### config.mk
export PLATFORM = sky130hd
export DESIGN_NAME = hex_digit_assembler
export DESIGN_NICKNAME = d
export VERILOG_FILES = /design/src/rtl/hex_pkg.sv /design/src/rtl/hex_digit_assembler.sv
export SDC_FILE = /design/constraint.sdc
export NUM_CORES = 1
export LEC_CHECK = 0
export ABC_AREA = 1
export CORE_ASPECT_RATIO = 0.8
export CORE_MARGIN = 2
export CORE_UTILIZATION = 24
export CTS_BUF_LIST = sky130_fd_sc_hd__clkbuf_2 sky130_fd_sc_hd__clkbuf_4 sky130_fd_sc_hd__clkbuf_8
export DETAILED_ROUTE_END_ITERATION = 10
export SYNTH_ARGS = -nofsm -noshare
export SYNTH_HDL_FRONTEND = slang
export SYNTH_SLANG_ARGS = --single-unit
### constraint.sdc
create_clock -name clk -period 1.68 [get_ports clk]
set_input_delay 0.168 -clock clk [delete_from_list [all_inputs] [get_ports clk]]
set_output_delay 0.168 -clock clk [all_outputs]
set_load 0.02 [all_outputs]
### src/rtl/hex_pkg.sv
// Shared constants and state type for the hex digit assembler.
package hex_pkg;

  localparam int unsigned NIB_W      = 4;
  localparam int unsigned NUM_DIGITS = 8;
  localparam int unsigned WORD_W     = 32;
  localparam int unsigned SUM_W      = 7;
  localparam int unsigned CNT_W      = 4;

  // COLLECT: accepting digits; HOLD: presenting a finished word.
  typedef enum logic [0:0] {
    COLLECT = 1'b0,
    HOLD    = 1'b1
  } state_e;

endpackage

### src/rtl/hex_digit_assembler.sv
// Hex digit assembler: collects 8 hex digits (LS digit first) into a 32-bit
// word plus the sum of its digits, then holds them until the consumer takes it.
//
// Ports:
//   clk         clock, rising edge
//   rst         asynchronous active-high reset
//   nib_in      incoming hex digit
//   nib_valid   nib_in is valid
//   nib_ready   block can accept a digit this cycle (COLLECT)
//   word_out    assembled word
//   sum_out     sum of the digits in word_out
//   word_valid  word_out/sum_out complete (HOLD)
//   word_ready  consumer accepts the word
module hex_digit_assembler
  import hex_pkg::*;
#(
  parameter int unsigned NUM_DIGITS = 8,
  parameter int unsigned SUM_W      = 7
) (
  input  logic              clk,
  input  logic              rst,
  input  logic [NIB_W-1:0]  nib_in,
  input  logic              nib_valid,
  output logic              nib_ready,
  output logic [WORD_W-1:0] word_out,
  output logic [SUM_W-1:0]  sum_out,
  output logic              word_valid,
  input  logic              word_ready
);

  state_e              state_q, state_d;
  logic [CNT_W-1:0]    cnt_q,   cnt_d;
  logic [WORD_W-1:0]   shreg_q, shreg_d;
  logic [SUM_W-1:0]    acc_q,   acc_d;

  // Next-state: shift/accumulate in COLLECT, clear everything on handshake.
  always_comb begin
    state_d = state_q;
    cnt_d   = cnt_q;
    shreg_d = shreg_q;
    acc_d   = acc_q;
    case (state_q)
      COLLECT: begin
        if (nib_valid) begin
          shreg_d = {nib_in, shreg_q[WORD_W-1:NIB_W]};
          acc_d   = acc_q + SUM_W'(nib_in);
          cnt_d   = cnt_q + CNT_W'(1);
          if (cnt_q == CNT_W'(NUM_DIGITS - 1)) begin
            state_d = HOLD;
          end
        end
      end
      HOLD: begin
        if (word_ready) begin
          state_d = COLLECT;
          cnt_d   = '0;
          shreg_d = '0;
          acc_d   = '0;
        end
      end
      default: state_d = COLLECT;
    endcase
  end

  // All datapath and FSM state in one register process.
  always_ff @(posedge clk or posedge rst) begin
    if (rst) begin
      state_q <= COLLECT;
      cnt_q   <= '0;
      shreg_q <= '0;
      acc_q   <= '0;
    end else begin
      state_q <= state_d;
      cnt_q   <= cnt_d;
      shreg_q <= shreg_d;
      acc_q   <= acc_d;
    end
  end

  // Handshake flags decode straight from the state register.
  assign nib_ready  = (state_q == COLLECT);
  assign word_valid = (state_q == HOLD);
  assign word_out   = shreg_q;
  assign sum_out    = acc_q;

endmodule

==> Word-level counts from Yosys, hierarchy flattened <==
Index checks and enable logic that the tools add are counted.
{ "word_totals": {"inputBits": 8, "out_inout_bits": 41, "wordCells": 24, "regBits": 44} }
{ "op_classes": {"bitwise": 1, "add_sub_neg": 2, "eq_ne": 3, "n_reduce_logical": 1, "muxes": 13} }
{ "op_table": {"columns": ["op", "n"], "rows": [
  ["32-bit 2-to-1 mux", 2],
  ["32-bit case mux with 2 select lines", 1],
  ["7-bit 2-to-1 mux", 2],
  ["7-bit case mux with 2 select lines", 1],
  ["4-bit 2-to-1 mux", 2],
  ["4-bit case mux with 2 select lines", 1],
  ["7-bit by 4-bit adder with 7-bit output", 1],
  ["4-bit by 1-bit adder with 4-bit output (second input constant)", 1],
  ["4-bit by 3-bit equality test with 1-bit output (second input constant)", 1],
  ["2-bit != test (second input constant)", 2],
  ["1-bit 2-to-1 mux", 3],
  ["1-bit case mux with 2 select lines", 1],
  ["2-bit AND reduction", 1],
  ["1-bit NOT", 1]
]} }

==> Logic depth before layout (Yosys ltp) <==
Gate-level depths: netlist of the first run.
{ "logic_depth": {"depth_word": 4, "mapped_depth": 8, "mapped_depth_nobuf": 8} }

==> Least setup slack after synthesis of the first run <==
Ideal clock, no wire load.
{ "synth_timing": {"path_type": "register to register", "startpoint": "register acc_q[0] (netlist: sum_out[0])", "endpoint": "register acc_q[6] (netlist: sum_out[6])", "setup_ns": 0.119, "stages_incl_launch_ff": 7, "period_less_slack_ns": 1.607, "path_slack_ns": 0.073, "t_required_ns": 1.561, "path_buffers": 0, "arrival_time_ns": 1.488, "path_cell_list": "dfrtp_1 -> ha_1 -> fa_1 -> nand3_1 -> nand3_1 -> a31oi_1 -> nor2_1"} }
{ "synth_between": {"elab_chain_len": 3} }
{ "synth_rtl": {"columns": ["element", "line_no", "text"], "rows": [
  ["start: declaration", "hex_digit_assembler.sv:34", "logic [SUM_W-1:0] acc_q, acc_d;"],
  ["start signal: assignment", "hex_digit_assembler.sv:71", "acc_q <= '0;"],
  ["start signal: assignment", "hex_digit_assembler.sv:76", "acc_q <= acc_d;"],
  ["7-bit by 4-bit adder with 7-bit output", "hex_digit_assembler.sv:46", "acc_d = acc_q + SUM_W'(nib_in);"],
  ["7-bit 2-to-1 mux", "hex_digit_assembler.sv:44", "if (nib_valid) begin"],
  ["7-bit case mux with 2 select lines", "hex_digit_assembler.sv:42", "case (state_q)"]
]} }
Every way passes these cells. The select of a mux whose other input is x is not followed.
A chain may end at the register's enable or synchronous reset.

==> Worst setup path after layout of the first run <==
Same ends and word-level chain as after synthesis.

==> qor.txt, run 1 <==
Synth unique cells = 19
Endpoint class of the critical path = register
Setup violators final = 0
Sequential-to-total area share from yosys stat = 58.5%
# Max-Cap Violations = 0
Power Total = 4.83 mW
Post-Synth XOR/XNOR Area = 1.40%
Post-Synth Adder-Cell Area = 4.39%
Arr. time, crit path = 1.74 ns
Complex-gate fraction of the synthesized area = 14.6%
CP startpoint kind = register
Multiplexer area fraction after synthesis = 0%
CTS H-tree depth = 2
#FFs+latches synth = 44
I/O pins = 49
WL/cell = 12.9 µm
Rel. slew slack = 78.4%
Most frequent cells in the layout = clkdlybuf4s50_1 (46), dfrtp_1 (44), inv_1 (34)
Leak = 1.20 nW
Critical-path cell list = ha_1 -> fa_2 -> nand3_1 -> nand3_2 -> a31oi_1 -> nor2_1
Status = complete, no violations
GPL Wtd Cong = 0.736
Period utilisation layout = 92.5%
Cts hold-fix bufs = 0
Post-Synth Simple-Gate Area = 10.6%
Largest family of logic cells by synthesized area = compound AO/OA/AOI/OAI gates
CP Max Fanout = 4
Pwr Density = 1830 nW/µm²
Synth Warn # = 0
FMAX = 644 MHz
Ant. Diodes = 0
ANT nets after route = 0
CTS tree = done
Synth Net Count = 201
Initial antenna violation count = 0
GRT Resource Usage Total = 11.1%
CP Class = register to register
Post-route minimum period = 1.55 ns
Worst min-delay path class = primary input to async pin
R2r setup slk = 0.13 ns
Total vias in the final route = 1465
Post-DP Area = 2540 µm²
DP HPWL = 3160 µm
Reg2reg start = sum_out[0]$_DFFE_PP0P_
Clock sinks = 44
Die Y = 83.2 µm
Top-area cell type share of the netlist area = 58.5%
Port buffer count = 48
Post-synthesis cell area = 1880 µm²
DRC violations left = 0
Via-to-Cell Ratio = 4.21
Remaining global-route overflow = 0
Largest net degree at the start of global routing = 45
# rows = 28
Dpl ws = -0.188 ns
Top cells by area, synth = dfrtp_1 (58%), o22ai_1 (8.0%), inv_1 (7.0%)
Die area = 8580 µm²
Max VDD drop = 0.600 mV
First DRT Iteration DRCs = 66
Leading cell type in the layout, fill and taps excluded = clkdlybuf4s50_1
Routed WL = 4480 µm
Chip width = 103 µm
Crit-path slowest cell = dfrtp_1
Fraction of layout cells with a size suffix above 1 = 11.9%
Worst Reg2Reg Path Length in Cells = 6
CTS Buffer Depth = 2
CP peak stage delay = 0.40 ns
Post-Syn Area per Cell = 10.1 µm²
CORE AREA = 7500 µm²
Root Buffer = clkbuf_8
P&R area growth vs syn = 40.5%
RSZ-0062 raised after global routing = false
Final instance area = 2650 µm²
Syn Inst Count = 187
DRT Pass-1 Iters = 4
Inst Count DP = 340
CTS clk-pin slew, worst paths = 0.09 ns
Number of fill cells = 797
Post-CTS Setup Inserts = 0
NumNets Final = 256
Starting Density = 25.1%
Clk Latency, worst-skew pair = 0.29 ns
Worst r2r dst = sum_out[6]$_DFFE_PP0P_
Num CTS Buffers = 5
Slew @ Worst Pin = 0.323 ns
Number of global-route vias before repair = 1497
Setup WS post-layout = 0.126 ns
Required @ worst endpoint = 1.87 ns
First-pass GRT wire length = 7500 µm
Worst clock skew = 0.00630 ns
Final Max Slew Viols = 0
Fin. Hold Viols = 0
Post-Layout Cell Count = 348
Area leader, netlist = dfrtp_1
-- Yosys cell counts --
cell / number
o21ai_0: 7
dfrtp_1: 44
a21oi_2: 1
fa_1: 1
a21oi_1: 3
inv_2: 1
ha_1: 5
nor2_1: 4
nand3_1: 13
buf_2: 6
buf_6: 3
o22ai_1: 24
xnor2_1: 3
nand4_1: 4
inv_1: 35
o21ai_2: 6
o31ai_1: 1
a31oi_1: 1
nand2_1: 25
-- critical path, delay by kind of cell, from the launching register on --
kind / cells / cell delay [ns]
adders and majority gates: 2 / 0.58
DFF: 1 / 0.40
and+or+nand+nor: 3 / 0.27
AOI/OAI and AO/OA: 1 / 0.20
-- worst max-delay path by stage --
stage                            from                     end  slack, ns
2_1_floorplan  sum_out[0]$_DFFE_PP0P_  sum_out[6]$_DFFE_PP0P_       0.07
3_3_place_gp                nib_in[0]  sum_out[6]$_DFFE_PP0P_      -0.17
3_5_place_dp                nib_in[0]  sum_out[6]$_DFFE_PP0P_      -0.19
4_1_cts        sum_out[0]$_DFFE_PP0P_  sum_out[6]$_DFFE_PP0P_       0.05
5_1_grt        sum_out[0]$_DFFE_PP0P_  sum_out[6]$_DFFE_PP0P_       0.03
6_report       sum_out[0]$_DFFE_PP0P_  sum_out[6]$_DFFE_PP0P_       0.13
-- report_power, final --
part           internal, mW  switching [mW]  leakage, nW
clock                 0.351           0.357       0.0479
sequential             1.47           0.297        0.564
combinational          1.10            1.25        0.587
total                  2.93            1.90         1.20
-- registers in the layout, indices dropped and copies added, names as in the netlist --
register and cells:
word_valid 1, cnt_q 4, sum_out 7, word_out 32
-- per-stage QoR --
stage                     util [%]  TNS, ns  hold WS, ns
after detailed placement      33.8   -0.365        0.483
final                         35.3        0        0.227
after global placement        33.8   -0.311        0.469
after global routing          35.3        0        0.257
after floorplan                  -        0        0.324
after CTS                     35.1        0        0.229
-- metal layers --
layer  GRT usage (%)  part of all wire, %  vias up
li1                -                    -      727
met1            15.5                   51      697
met2            16.8                   44       36
met3            3.37                  4.7        5
met4            2.51                 0.65        0
met5               0                    0        -
-- layout make-up --
type,count,area (µm²),area share [%]
well taps,105,131,4.96
repair buffers,57,587,22.2
clock inverters,1,7.51,0.284
inverters,36,135,5.11
multi-input cells,98,594,22.5
clock buffers,7,90.1,3.40
flip-flops and latches,44,1100,41.6
-- what timing repair did --
item	4_1_cts	5_1_grt
resized for setup	1	4
endpoints found under the hold margin	0	0
endpoints found under the setup margin	1	3
cloned	0	0
pin swaps	0	1
-- cells by family after synthesis --
logic type,Yosys count
simple gates,46
fa+ha+maj,6
xor+xnor,3
compound gates,43
buf+inv,45
flops,44
No activity file was read; power rests on OpenSTA's default activity.
==> inputs of run 2 (changes only) <==
--- a/config.mk
+++ b/config.mk
@@ -14,3 +14,4 @@
 export SYNTH_ARGS = -nofsm -noshare
 export SYNTH_HDL_FRONTEND = slang
 export SYNTH_SLANG_ARGS = --single-unit
+export TNS_END_PERCENT = 50
==> results of run 2 <==
Same layout as run 1: the final DEF is identical, and so are final timing and power.
